## src/rtl/mux_arb_pkg.sv

```systemverilog
// Shared constants for the two-source round-robin mux arbiter.
// Latency: n/a (constants only).
// Backpressure: n/a.
package mux_arb_pkg;

  localparam int DATA_W_DEF = 8;
  localparam int CNT_W_DEF  = 16;

  // Source indices double as the mux select value for that source.
  localparam logic SRC0 = 1'b0;
  localparam logic SRC1 = 1'b1;

endpackage : mux_arb_pkg

```

## src/rtl/mux2_bus.sv

```systemverilog
// DATA_W-wide 2:1 mux built from one two_way_mux per bit.
// Latency: combinational.
// Backpressure: n/a.
module mux2_bus #(
  parameter int DATA_W = 8
) (
  input  logic              sel_i,
  input  logic [DATA_W-1:0] a_i,
  input  logic [DATA_W-1:0] b_i,
  output logic [DATA_W-1:0] y_o
);

  for (genvar i = 0; i < DATA_W; i++) begin : g_bit
    two_way_mux u_mux (
      .a_i   (a_i[i]),
      .b_i   (b_i[i]),
      .sel_i (sel_i),
      .y_o   (y_o[i])
    );
  end

endmodule : mux2_bus

```

## src/rtl/two_way_mux.sv

```systemverilog
// 1-bit 2:1 multiplexer primitive: y = sel ? b : a.
// Latency: combinational.
// Backpressure: n/a.
module two_way_mux (
  input  logic a_i,
  input  logic b_i,
  input  logic sel_i,
  output logic y_o
);

  assign y_o = sel_i ? b_i : a_i;

endmodule : two_way_mux

```

## src/rtl/mux2_rr_arbiter.sv

```systemverilog
// Round-robin arbiter for two valid/ready sources feeding one registered output.
// Latency: payload accepted in cycle T is on out_data with out_valid=1 in T+1.
// Backpressure: full output with out_ready=0 deasserts both readies; output holds.
module mux2_rr_arbiter
  import mux_arb_pkg::*;
#(
  parameter int DATA_W = DATA_W_DEF,
  parameter int CNT_W  = CNT_W_DEF
) (
  input  logic              clk,
  input  logic              rst,
  input  logic              req0_valid,
  input  logic [DATA_W-1:0] req0_data,
  output logic              req0_ready,
  input  logic              req1_valid,
  input  logic [DATA_W-1:0] req1_data,
  output logic              req1_ready,
  output logic              out_valid,
  output logic [DATA_W-1:0] out_data,
  output logic              out_src,
  input  logic              out_ready,
  output logic              sel,
  output logic [CNT_W-1:0]  cnt0,
  output logic [CNT_W-1:0]  cnt1
);

  logic              ptr_q, ptr_d;
  logic              out_valid_q, out_valid_d;
  logic [DATA_W-1:0] out_data_q, out_data_d;
  logic              out_src_q, out_src_d;
  logic [CNT_W-1:0]  cnt0_q, cnt0_d;
  logic [CNT_W-1:0]  cnt1_q, cnt1_d;

  logic              can_load;
  logic              grant;
  logic              accept;
  logic [DATA_W-1:0] mux_dat;

  // Output register can take a new payload when empty or being drained this cycle.
  assign can_load = ~out_valid_q | out_ready;

  // Grant: pointer breaks ties; a lone requester wins; idle keeps select on ptr.
  always_comb begin
    grant = ptr_q;
    if (req0_valid && req1_valid) begin
      grant = ptr_q;
    end else if (req0_valid) begin
      grant = SRC0;
    end else if (req1_valid) begin
      grant = SRC1;
    end
  end

  // Reset forces select low and blocks both handshakes.
  assign sel        = rst ? SRC0 : grant;
  assign req0_ready = ~rst & can_load & req0_valid & (grant == SRC0);
  assign req1_ready = ~rst & can_load & req1_valid & (grant == SRC1);
  assign accept     = req0_ready | req1_ready;

  mux2_bus #(
    .DATA_W (DATA_W)
  ) u_bus (
    .sel_i (sel),
    .a_i   (req0_data),
    .b_i   (req1_data),
    .y_o   (mux_dat)
  );

  // Next state: load on accept, otherwise drain if consumed; counters saturate.
  always_comb begin
    ptr_d       = ptr_q;
    out_valid_d = out_valid_q;
    out_data_d  = out_data_q;
    out_src_d   = out_src_q;
    cnt0_d      = cnt0_q;
    cnt1_d      = cnt1_q;
    if (accept) begin
      out_valid_d = 1'b1;
      out_data_d  = mux_dat;
      out_src_d   = grant;
      ptr_d       = ~grant;
      if (grant == SRC0) begin
        if (cnt0_q != {CNT_W{1'b1}}) cnt0_d = cnt0_q + CNT_W'(1);
      end else begin
        if (cnt1_q != {CNT_W{1'b1}}) cnt1_d = cnt1_q + CNT_W'(1);
      end
    end else if (out_ready && out_valid_q) begin
      out_valid_d = 1'b0;
    end
  end

  // State registers, cleared asynchronously so in-flight data is dropped on reset.
  always_ff @(posedge clk or posedge rst) begin
    if (rst) begin
      ptr_q       <= SRC0;
      out_valid_q <= 1'b0;
      out_data_q  <= '0;
      out_src_q   <= SRC0;
      cnt0_q      <= '0;
      cnt1_q      <= '0;
    end else begin
      ptr_q       <= ptr_d;
      out_valid_q <= out_valid_d;
      out_data_q  <= out_data_d;
      out_src_q   <= out_src_d;
      cnt0_q      <= cnt0_d;
      cnt1_q      <= cnt1_d;
    end
  end

  assign out_valid = out_valid_q;
  assign out_data  = out_data_q;
  assign out_src   = out_src_q;
  assign cnt0      = cnt0_q;
  assign cnt1      = cnt1_q;

endmodule : mux2_rr_arbiter
```

## config.mk

```make
export PLATFORM = sky130hd
export DESIGN_NAME = mux2_rr_arbiter
export DESIGN_NICKNAME = d
export VERILOG_FILES = /design/src/rtl/mux_arb_pkg.sv /design/src/rtl/mux2_bus.sv /design/src/rtl/two_way_mux.sv /design/src/rtl/mux2_rr_arbiter.sv
export SDC_FILE = /design/constraint.sdc
export NUM_CORES = 1
export LEC_CHECK = 0
export ABC_AREA = 1
export CAP_MARGIN = 40
export CELL_PAD_IN_SITES_DETAIL_PLACEMENT = 1
export CELL_PAD_IN_SITES_GLOBAL_PLACEMENT = 1
export CORE_MARGIN = 2
export CORE_UTILIZATION = 34
export CTS_CLUSTER_DIAMETER = 60
export DETAILED_ROUTE_END_ITERATION = 6
export PLACE_DENSITY = 0.79
export SLEW_MARGIN = 10
export SYNTH_ARGS = -nofsm -noshare
export SYNTH_HDL_FRONTEND = slang
export SYNTH_HIERARCHICAL = 1
export SYNTH_SLANG_ARGS = --single-unit
```

## constraint.sdc

```tcl
create_clock -name clk -period 3.97 [get_ports clk]
set_input_delay 1.191 -clock clk [delete_from_list [all_inputs] [get_ports clk]]
set_output_delay 1.191 -clock clk [all_outputs]
set_load 0.01 [all_outputs]
```

==> summary.md <==
| Metric | Value |
|---|---|
| Status | finished clean |
| Pre-antenna DRT Iters | 4 |
| WHS Endpoint | out_data[0]$_DFFE_PP0P_ |
| Worst EP required | approximately 2800 ps |
| Drt via density | ~4.7 |
| Final setup margin | approximately 110 ps |
| Yosys top cell area share | 41.49% |
| IO Count | 66 |
| Clock slew at reported path FFs | 80 ps |
| Startpoint types | input port |
| Hpwl dp | 5425 um |
| Slew at the pin closest to its max-slew limit | slightly above 700 ps |
| Vias in the first global route | 2,783 |
| Post-route cell area | 3487 um^2 |
| Port-buffer cells | 65 |
| Layout net count | between 400 and 500 |
| Mapped Cells | about 380 |
| WL/cell | 13.01 um |
| Slowest stage delay, CP | 550 ps |
| Yosys reg bits | 43 |
| RSZ-0062 raised after global routing | false |
| Inserted Clock Buffers | 5 |
| Pwr Density | about 360 nW/um^2 |
| Sw frac | between 30% and 40% |
| Area grow syn2layout | 34.44% |
| Starting Density | between 30% and 40% |
| Pins Over Slew Limit | 0 |
| Root buffer cell | clkbuf_8 |
| Final worst-path cycle share | between 90% and 100% |
| Top cells by area, synth | dfrtp_1, nand2_1, inv_1, nor2_1, xnor2_1 |
| Final wirelength | between 7000 and 8000 um |
| Setup violations, final | 0 |
| Die height | ~90 um |
| ANT nets after route | 0 |
| Critical path arrival | about 2700 ps |
| Hold-fix buffers, CTS | 0 |
| Pre-CTS WS | -26.83 ps |
| Remaining global-route overflow | 0 |
| Hold path start | out_data[0]$_DFFE_PP0P_ |
| Synth area leader | dfrtp_1 |
| Net Count, Synth | about 410 |
| Ys Warns | 6 |
| Routability Congestion | 0.8027 |
| Clock Tree Buf Depth | 2 |
| # H-tree levels | 2 |
| CP Capture Type | output port |
| Initial antenna violation count | 0 |
| Cell-internal power | 842.4 uW |
| Unique masters post-synth | 24 |
| CP cell instances | clkdlybuf4s50_1 -> nor2_1 -> nor2_2 -> nand2_2 -> nor2_4 -> clkdlybuf4s50_1 |
| Sequential Power Share | 45.4% |
| Largest net degree at the start of global routing | 44 |
| Insertion delay to the later sink of the worst-skew pair | between 300 and 400 ps |
| Combinational share of power | about 29% |
| Leak | around 0.0017 uW |
| Placed Area | between 3000 and 4000 um^2 |
| Buffers and inverters on the worst path | 2 |
| Crit path max fanout | 3 |
| Setup CP Type | input port to output port |
| R2R Setup Slk | 2070 ps |
| Fill count | 929 |
| Max frequency | around 260 MHz |
| Hold path depth | 2 |
| Core area | roughly 7300 um^2 |
| Final min period | between 3000 and 4000 ps |
| Remaining DRCs | 0 |
| Routed via count | 2,646 |
| Post-synth EDFFs | 0 |
| CP max-delay cell | clkdlybuf4s50_1 |
| Seq/Total Area, Yosys | between 40% and 50% |
| Count leader, synth | nand2_1 |
| CTS tree | done |
| Num rows | 31 |
| Max IR drop VDD | around 0.14 mV |
| Die area | approximately 8300 um^2 |
| DIE WIDTH | ~91 um |
| NetSw | ~420 uW |
| # diodes | 0 |
| Top post-synthesis cells by count | nand2_1, dfrtp_1, inv_1, nor2_1, o21ai_0 |
| CP top delay family | buffers and inverters |
| Critical R2R Launch | cnt0[0]$_DFFE_PP0P_ |
| 1st-iter DRT viols | 76 |
| Ys flop type | dfrtp_1 |
| Path type of the worst min-delay path | flip-flop to flip-flop |
| Max-cap violation count | 0 |
| Worst r2r dst | cnt0[3]$_DFFE_PP0P_ |
| Setup_tns | 0 ps |
| Clock network power share | 25.5% |
| Top cell by count, worst path | clkdlybuf4s50_1 |
| Global-route wire length before repair | roughly 13,000 um |
| Gr usage total | 18.70% |
| Fraction of layout cells with a size suffix above 1 | 7.190% |
| Clock sink count | 43 |
| Worst r2r path cells | 8 |
| Final core area utilization | between 40% and 50% |
| Mapped cell area | between 2000 and 3000 um^2 |
| Syn_area_per_cell | ~6.8 um^2 |
| Clk_skew | about 13 ps |
| Relative slew slack | 52.64% |
| Final Hold Fails | 0 |
| Post-synth ARST share | 100.0% |
[registers in the layout (all words and copies together) (netlist names)]
signal     flops
cnt0          16
cnt1          16
out_data       8
out_src        1
out_valid      1
ptr_q          1
[placed cells by master, fill, tap and decap left out]
cell	count
nand2_1	205
clkdlybuf4s50_1	64
dfrtp_1	43
inv_1	33
nor2_1	33
o21ai_0	11
xnor2_1	10
nand3_1	10
nand4_1	9
clkbuf_8	7
buf_4	6
inv_2	3
nor2_2	3
nand2_2	3
xor2_1	3
nand3_2	2
nand2_4	2
nor2_4	2
ha_1	2
o21ai_2	1
a21oi_2	1
nand3b_1	1
clkinv_1	1
o21ai_4	1
a211oi_2	1
clkinvlp_4	1
dlygate4sd2_1	1
[worst register-to-register path, cell delays in order, from the launching register on]
cell     delay (ps)
dfrtp_1         430
ha_1            260
nand3_2         100
inv_1            70
nand2_2         100
inv_2            60
a21oi_2         560
nand2_1         140
nand2_1         100
[through the flow]
step / hold WS (ps) / std cells / power, uW
final: 472.6 / 558 / 1258
after global routing: 499.9 / 558 / 1335
after CTS: 479.0 / 558 / 1276
after detailed placement: 458.2 / 550 / 952.0
after global placement: 454.8 / 550 / 935.1
after floorplan: 508.5 / 384 / 746.7
[layout make-up]
cell class,count,area [um^2],area share (%)
Clock buffer,7,96.34,2.763
Clock inverter,1,7.507,0.2153
Inverter,37,138.9,3.983
Multi-Input combinational cell,300,1350,38.72
Sequential cell,43,1076,30.86
Tap cell,99,123.9,3.552
Timing Repair Buffer,71,694.4,19.91
[layer usage]
| metal | GRT usage [%] | part of all wire, % |
|---|---|---|
| met1 | 22.59 | 45 |
| met2 | 33.70 | 51 |
| met3 | 3.568 | 2.8 |
| met4 | 5.303 | 1.4 |
| met5 | 0 | 0 |
[worst max path at each step]
stage / from / to / slack (ps) / depth (start not counted)
after floorplan: req1_valid / sel / 210 / 4
after global placement: req1_valid / sel / 20 / 6
after detailed placement: req1_valid / sel / -30 / 6
after CTS: out_ready / req1_ready / 40 / 6
after global routing: req1_valid / req0_ready / 30 / 7
final: out_ready / req1_ready / 110 / 6
[timing repair]
item | 4_1_cts | 5_1_grt
endpoints found under the setup margin | 1 | 2
endpoints found under the hold margin | 0 | 0
pin swaps | 0 | 0
setup buffers | 0 | 0
resized for setup | 1 | 3
[power by group through the flow]
stage / logic [uW] / clock network [uW] / registers (uW)
2_1_floorplan: 153 / 0 / 594
3_3_place_gp: 359 / 0 / 577
3_5_place_dp: 373 / 0 / 578
4_1_cts: 373 / 331 / 571
5_1_grt: 406 / 345 / 584
6_report: 366 / 320 / 571
[cell families (layout without fill, tap and decap cells)]
| kind of cell | count (synthesis) | after routing | synth area share, % |
|---|---|---|---|
| compound gates | 15 | 15 | 3.715 |
| xor+xnor | 13 | 13 | 4.390 |
| fa+ha+maj | 2 | 2 | 0.9646 |
| buf+inv | 41 | 116 | 6.850 |
| flops | 43 | 43 | 41.49 |
| simple gates | 270 | 270 | 42.59 |
No activity file was read; power rests on OpenSTA's default activity.
